**src/rtl/zero_skip_scheduler.sv**
```systemverilog
// zero_skip_scheduler: sequencer for the PE zero-flag shift buffer.
// Admits operands into the buffer, scans a WINDOW-tap window by read
// address, enables the MAC only on non-zero taps, emits one psum per
// window and slides the window by STRIDE shifts.
module zero_skip_scheduler #(
  parameter int MEM_DEPTH  = 12,
  parameter int ADDR_WIDTH = $clog2(MEM_DEPTH),
  parameter int WINDOW     = 3,
  parameter int STRIDE     = 1,
  parameter int OUT_W      = 8
) (
  input  logic                  clk,
  input  logic                  reset,
  input  logic                  start,
  input  logic [OUT_W-1:0]      num_outputs,
  input  logic                  in_valid,
  output logic                  in_ready,
  output logic                  buf_w_en,
  output logic                  buf_shift,
  output logic [ADDR_WIDTH-1:0] buf_r_addr,
  input  logic                  zero_flag,
  output logic                  mac_en,
  output logic                  acc_clear,
  output logic                  psum_valid,
  output logic                  busy,
  output logic                  done,
  output logic [15:0]           skip_count
);

  localparam int OCC_W = $clog2(MEM_DEPTH + 1);
  localparam int SL_W  = (STRIDE > 1) ? $clog2(STRIDE) : 1;

  typedef enum logic [2:0] {
    S_IDLE,
    S_FILL,
    S_SCAN,
    S_EMIT,
    S_SLIDE,
    S_DONE
  } state_t;

  state_t                state;
  logic [OCC_W-1:0]      occ;
  logic [ADDR_WIDTH-1:0] tap;
  logic [OUT_W-1:0]      out_idx;
  logic [OUT_W-1:0]      num_lat;
  logic [SL_W-1:0]       slide_cnt;
  logic                  armed;

  // armed holds in_ready low for the cycle following reset so every output
  // reads 0 straight out of reset; writes are blocked while shifting
  // because the buffer would give the shift priority and lose the word.
  assign in_ready   = armed & (occ < OCC_W'(MEM_DEPTH)) & (state != S_SLIDE);
  assign buf_w_en   = in_valid & in_ready;
  assign buf_r_addr = tap;
  // zero_flag refers to the address presented this cycle, so the MAC
  // enable is a same-cycle decode rather than a registered strobe.
  assign mac_en     = (state == S_SCAN) & ~zero_flag;

  // Occupancy mirrors the buffer fill level; write and shift never coincide.
  always_ff @(posedge clk) begin
    if (reset) begin
      occ <= '0;
    end else if (buf_w_en) begin
      occ <= occ + OCC_W'(1);
    end else if (buf_shift) begin
      occ <= occ - OCC_W'(1);
    end
  end

  // Pass sequencing with registered strobes set on entry to each state.
  always_ff @(posedge clk) begin
    if (reset) begin
      state      <= S_IDLE;
      tap        <= '0;
      out_idx    <= '0;
      num_lat    <= '0;
      slide_cnt  <= '0;
      armed      <= 1'b0;
      busy       <= 1'b0;
      done       <= 1'b0;
      psum_valid <= 1'b0;
      acc_clear  <= 1'b0;
      buf_shift  <= 1'b0;
      skip_count <= '0;
    end else begin
      armed      <= 1'b1;
      done       <= 1'b0;
      psum_valid <= 1'b0;
      case (state)
        S_IDLE: begin
          if (start) begin
            num_lat    <= num_outputs;
            skip_count <= '0;
            out_idx    <= '0;
            busy       <= 1'b1;
            state      <= S_FILL;
          end
        end
        S_FILL: begin
          if (num_lat == '0) begin
            done  <= 1'b1;
            state <= S_DONE;
          end else if (occ >= OCC_W'(WINDOW)) begin
            tap       <= '0;
            acc_clear <= 1'b1;
            state     <= S_SCAN;
          end
        end
        S_SCAN: begin
          // One tap per cycle regardless of zeros: skipping gates power only.
          acc_clear <= 1'b0;
          if (zero_flag) skip_count <= skip_count + 16'd1;
          if (tap == ADDR_WIDTH'(WINDOW - 1)) begin
            tap        <= '0;
            psum_valid <= 1'b1;
            state      <= S_EMIT;
          end else begin
            tap <= tap + ADDR_WIDTH'(1);
          end
        end
        S_EMIT: begin
          out_idx <= out_idx + OUT_W'(1);
          if (out_idx == num_lat - OUT_W'(1)) begin
            done  <= 1'b1;
            state <= S_DONE;
          end else begin
            slide_cnt <= '0;
            buf_shift <= 1'b1;
            state     <= S_SLIDE;
          end
        end
        S_SLIDE: begin
          if (slide_cnt == SL_W'(STRIDE - 1)) begin
            buf_shift <= 1'b0;
            state     <= S_FILL;
          end else begin
            slide_cnt <= slide_cnt + SL_W'(1);
          end
        end
        S_DONE: begin
          // Occupancy is kept so leftover operands seed the next pass.
          busy  <= 1'b0;
          state <= S_IDLE;
        end
        default: begin
          state <= S_IDLE;
        end
      endcase
    end
  end

endmodule

```
**config.mk**
```make
export PLATFORM = sky130hd
export DESIGN_NAME = zero_skip_scheduler
export DESIGN_NICKNAME = d
export VERILOG_FILES = /design/src/rtl/zero_skip_scheduler.sv
export SDC_FILE = /design/constraint.sdc
export NUM_CORES = 1
export LEC_CHECK = 0
export BUFFER_PORTS_ARGS = -buffer_cell sky130_fd_sc_hd__buf_2
export CORE_MARGIN = 1
export CORE_UTILIZATION = 40
export CTS_CLUSTER_SIZE = 14
export DETAILED_ROUTE_END_ITERATION = 10
export PLACE_DENSITY = 0.62
export SYNTH_ARGS = -nofsm -noshare
export SYNTH_HDL_FRONTEND = slang
export SYNTH_SLANG_ARGS = --single-unit
export TNS_END_PERCENT = 5
```
**constraint.sdc**
```tcl
create_clock -name clk -period 3.2 [get_ports clk]
set_clock_uncertainty 0.05 [all_clocks]
set_input_delay 0.16 -clock clk [delete_from_list [all_inputs] [get_ports clk]]
set_output_delay 0.16 -clock clk [all_outputs]
set_load 0.03 [all_outputs]
```
Yosys cells after proc, flatten, opt, wreduce, memory -nomap -nowiden
Cells that the tools add are included.

cells by class
  equality and inequality tests = 16
  bitwise logic cells = 6
  mux-type cells = 34
  order comparisons = 2
  $add $sub $neg = 7
  reductions and logical operators = 17

operator list
  cell                     number
  $mux W16                 2
  $pmux W16 S2             1
  $mux W4                  5
  $add A16 B1 Y16 const B  1
  $pmux W8 S2              1
  $mux W3                  5
  $pmux W3 S5              1
  $mux W1                  12
  $ne A2 B2 Y1 const B     6
  $reduce_bool A2 Y1       6
  $pmux W1 S2              5
  $reduce_and A3 Y1        3
  $add A4 B1 Y4 const B    2
  $add A8 B1 Y8 const B    1
  $eq A8 B8 Y1             1
  $logic_not A8 Y1         1
  $mux W8                  1
  $pmux W4 S2              1
  $reduce_and A2 Y1        4
  $sub A8 B1 Y8 const B    1
  $eq A3 B2 Y1 const B     2
  $eq A3 B3 Y1 const B     2
  $ne A3 B3 Y1 const B     2
  $and A1 B1 Y1            4
  11 further kinds         12

storage, ports and cells
  register bits after elaboration = 50
  output and inout bits = 28
  logic and storage cells = 95

Depth between registers and ports, before layout
  depth after elaboration = 5
  gate-level depth with buffers = 10
  gate-level depth less buffers = 10

Worst setup path after synthesis
Ideal clock, no wire load.

  path kind = reg2reg
  from = register state[2]
  to = register occ[3]
  data arrival time = 2151 ps
  setup slack = 872 ps
  data required time = 3022 ps
  period minus slack after synthesis = 2328 ps
  cell stages (with the launch flop) = 11
  cells stage by stage = dfxtp_1 -> or3b_1 -> and3_1 -> nand2_2 -> ha_1 -> a21o_1 -> a21oi_1 -> nand2_1 -> mux2i_1 -> xnor2_1 -> nor2_1

on the way
  word-level cells in the longest chain between the ends = 4
  elaborated cells between the ends (all ways) = 5
  those cells by class = eq/ne: 1; mux: 1; bitwise: 2; reduce/logical: 1

RTL lines
  item                                                  line  RTL
  start: declaration                                    42    state_t state;
  start signal: assignment                              74    state <= S_IDLE;
  start signal: assignment                              97    state <= S_FILL;
  start signal: assignment                              103   state <= S_DONE;
  $ne A3 B3 Y1 (*)                                      53    assign in_ready = armed & (occ < OCC_W'(MEM_DEPTH)) & (state != S_SLIDE);
  $and A1 B1 Y1 (*)                                     53
  named net in_ready                                    17    output logic in_ready,
  $and A1 B1 Y1 (*)                                     54    assign buf_w_en = in_valid & in_ready;
  $mux W4 / $reduce_bool A2 Y1 (equally long branches)  -
  end signal: assignment                                65    occ <= occ + OCC_W'(1);
  end signal: assignment                                67    occ <= occ - OCC_W'(1);
  end: declaration                                      43    logic [OCC_W-1:0] occ;

The timed path passes the listed nets; every way through them passes the cells marked *.
A chain may end at the register's enable or synchronous reset.

Worst setup path after layout
  from = register state[2]
  to = register occ[3]

on the way
  word-level cells in the longest chain between the ends = 4
  elaborated cells between the ends (all ways) = 5
  those cells by class = eq/ne: 1; mux: 1; bitwise: 2; reduce/logical: 1

RTL lines
  item                                                  line
  $ne A3 B3 Y1 (*)                                      53
  $and A1 B1 Y1 (*)                                     53
  $and A1 B1 Y1 (*)                                     54
  $mux W4 / $reduce_bool A2 Y1 (equally long branches)  -

Every way passes the cells marked *; elsewhere a longest branch is shown, timed or not.

==> metrics.txt <==
outcome complete, no violations; Resize count post-CTS 0; Setup Buffers After CTS 0; CTS Buf Count 5; layout net count 353; Post-route DRC 0; clock slew at reported path FFs 0.09 ns; Core Rows 28; setup repair after global routing missed its margin no; number of global-route vias before repair 1844; Sw Share 0.340; max cap viols 0; max-slew violations 0; Cells after Synth 293; CTS tree yes; Post-Syn Area per Cell 8.34 um^2; clock power share 0.258; Initial Util 0.413; fin crit share 0.820; WL final 5030 um; clock sink total 49; vias per std cell 5.09; GR Layer Usage met1 0.210; CTS root buffer clkbuf_8; hold_buf cts 0; clock buffer depth 2; Pint 948 uW; Setup crit start kind flop; Flop pwr share 0.488; FILL cells 606; # port buffers 40; met3 Usage GRT 0.0307; Worst Path Required 3.33 ns; P_sw 490 uW; first-pass GRT wire length 8300 um; fraction of layout cells with a size suffix above 1 0.175; core area 5920 um^2; RePlAce Congestion 0.769; VDD IR-drop max 213 uV; Area after DPL 2700 um^2; die height 80.1 um; dpl hpwl 3610 um; Syn Nets 315; Critical Path AT 2.76 ns; Hold Crit Class in -> reg; GR Util All Layers 0.166; post-synthesis sequential area ratio 0.402; Peak Freq 0.381 GHz; fin crit period 2.62 ns; n_diodes 0; largest net degree at the start of global routing 34; Worst-Margin Slew 0.614 ns; fin area 2790 um^2; Fin Setup TNS 0 ns; Synth Register Bits 49; PD cells 515 nW/um^2; Area growth syn-to-layout 14.4%; Via Count 2072; Antenna Nets Post-Route 0; normalized max-slew margin 0.591; mapped cell area 2440 um^2; Leakage 0.00115 uW; GR peak layer met2; die span in x 80.1 um; final setup violation count 0; number of DRC markers in iteration 0 97; initial antenna violation count 0; crit path max fanout 15; final hold vios 0; Die ar. 6420 um^2; nature of the critical path endpoint flop; First-pass DRT Iterations 4; Gate power share 0.255; routed len/inst 12.4 um; H-tree Lvls 2; library cells used by synthesis 44; GR Overflow Total 0; Ports 41; Yosys warning count 0; Clock Latency Late Sink 0.31 ns; met2 GRT Util 0.276; worst setup path category reg -> reg
-- per-layer routing --
metal / vias up / share of wire
met3: 7 / 0.033
met5: - / 0
met2: 34 / 0.46
met1: 949 / 0.49
li1: 1082 / -
met4: 0 / 0.018
-- power groups by stage --
stage	clock network [uW]	logic (uW)	registers, uW
floorplan	0	288	707
global placement	0	361	713
detailed placement	0	365	715
CTS	386	367	701
global route	405	407	710
finish	371	366	701
-- final timing paths --
kind                 to            from  slack (ns)  cells after the start
max              occ[3]        state[2]        0.58                     10
min          num_lat[1]  num_outputs[1]        0.03                      3
max reg2reg      occ[3]        state[2]        0.58                     10
min reg2reg  num_lat[7]      num_lat[7]        0.44                      2
-- through the flow --
step | util | cells | setup slack, ns | total power, uW | hold slack [ns]
6_report | 0.472 | 407 | 0.577 | 1440 | 0.0303
2_1_floorplan | - | 293 | 0.872 | 996 | 0.246
5_1_grt | 0.472 | 407 | 0.486 | 1520 | 0.0277
4_1_cts | 0.472 | 407 | 0.600 | 1450 | 0.0218
3_5_place_dp | 0.456 | 399 | 0.621 | 1080 | 0.355
3_3_place_gp | 0.456 | 399 | 0.771 | 1070 | 0.351
-- Yosys cell counts, drive strengths merged --
cell | instances | area [um^2]
nor4 | 1 | 6.26
xor2 | 17 | 149
ha | 8 | 100
a22oi | 1 | 7.51
nand4bb | 1 | 11.3
or4b | 1 | 10.0
inv | 7 | 26.3
mux2 | 3 | 33.8
or3b | 1 | 8.76
dfxtp | 49 | 981
and2 | 1 | 6.26
o21bai | 1 | 7.51
a21o | 1 | 7.51
o21ai | 7 | 35.0
nand2 | 32 | 123
nor2 | 50 | 190
nor3 | 9 | 50.1
mux2i | 5 | 50.1
buf | 4 | 18.8
or4 | 1 | 7.51
nor3b | 2 | 15.0
a21oi | 27 | 135
o2111ai | 1 | 15.0
and3 | 7 | 43.8
fa | 1 | 20.0
nand3b | 2 | 15.0
and4bb | 1 | 12.5
o211ai | 1 | 7.51
a31o | 1 | 8.76
or3 | 3 | 18.8
nor4b | 2 | 30.0
nand3 | 9 | 45.0
nand4 | 9 | 56.3
a31oi | 1 | 6.26
nand2b | 4 | 25.0
nand4b | 1 | 8.76
xnor2 | 12 | 105
a211oi | 3 | 22.5
clkbuf | 6 | 22.5
-- flip-flops by register name, indices dropped and copies added, names as in the netlist --
register    flops
done            1
occ             4
num_lat         8
state           3
out_idx         8
armed           1
skip_count     16
acc_clear       1
busy            1
buf_shift       1
psum_valid      1
buf_r_addr      4
-- cells by family after synthesis --
group / count (synthesis) / share of synthesized area
multiplexers: 8 / 0.0343
flip-flops: 49 / 0.402
AO/OA/AOI/OAI: 44 / 0.103
XOR/XNOR: 29 / 0.104
AND/OR/NAND/NOR: 137 / 0.280
adder cells (fa/ha/maj): 9 / 0.0492
buffers and inverters: 17 / 0.0277
-- placed cells by master (no fill, tap or decap), drive strengths merged, types with 2 or more instances in the layout --
| cell type | count |
|---|---|
| nor4b | 2 |
| clkbuf | 5 |
| mux2i | 5 |
| or3 | 3 |
| inv | 7 |
| nand3b | 2 |
| buf | 41 |
| nor3 | 9 |
| xnor2 | 12 |
| mux2 | 3 |
| a211oi | 3 |
| xor2 | 17 |
| nand2 | 32 |
| nor3b | 2 |
| ha | 8 |
| dfxtp | 49 |
| nand2b | 4 |
| nand4 | 9 |
| a21oi | 27 |
| and3 | 7 |
| nor2 | 50 |
| clkinvlp | 3 |
| o21ai | 7 |
| nand3 | 9 |
-- layout make-up --
type | instances | area [um^2] | share of cell area
Clock buffer | 5 | 68.8 | 0.0246
Tap cell | 75 | 93.8 | 0.0336
Clock inverter | 3 | 22.5 | 0.00806
Sequential cell | 49 | 981 | 0.351
Multi-Input combinational cell | 227 | 1390 | 0.499
Inverter | 7 | 26.3 | 0.00940
Timing Repair Buffer | 41 | 208 | 0.0743
-- worst max-delay path, cell delays in order, from the launching register on --
cell	delay, ns
dfxtp_1	0.58
or3b_1	0.42
and3_1	0.20
nand2_2	0.14
ha_1	0.24
a21o_1	0.18
a21oi_1	0.22
nand2_1	0.10
mux2i_1	0.18
xnor2_1	0.14
nor2_1	0.05
Power figures use the tool's default switching activity.
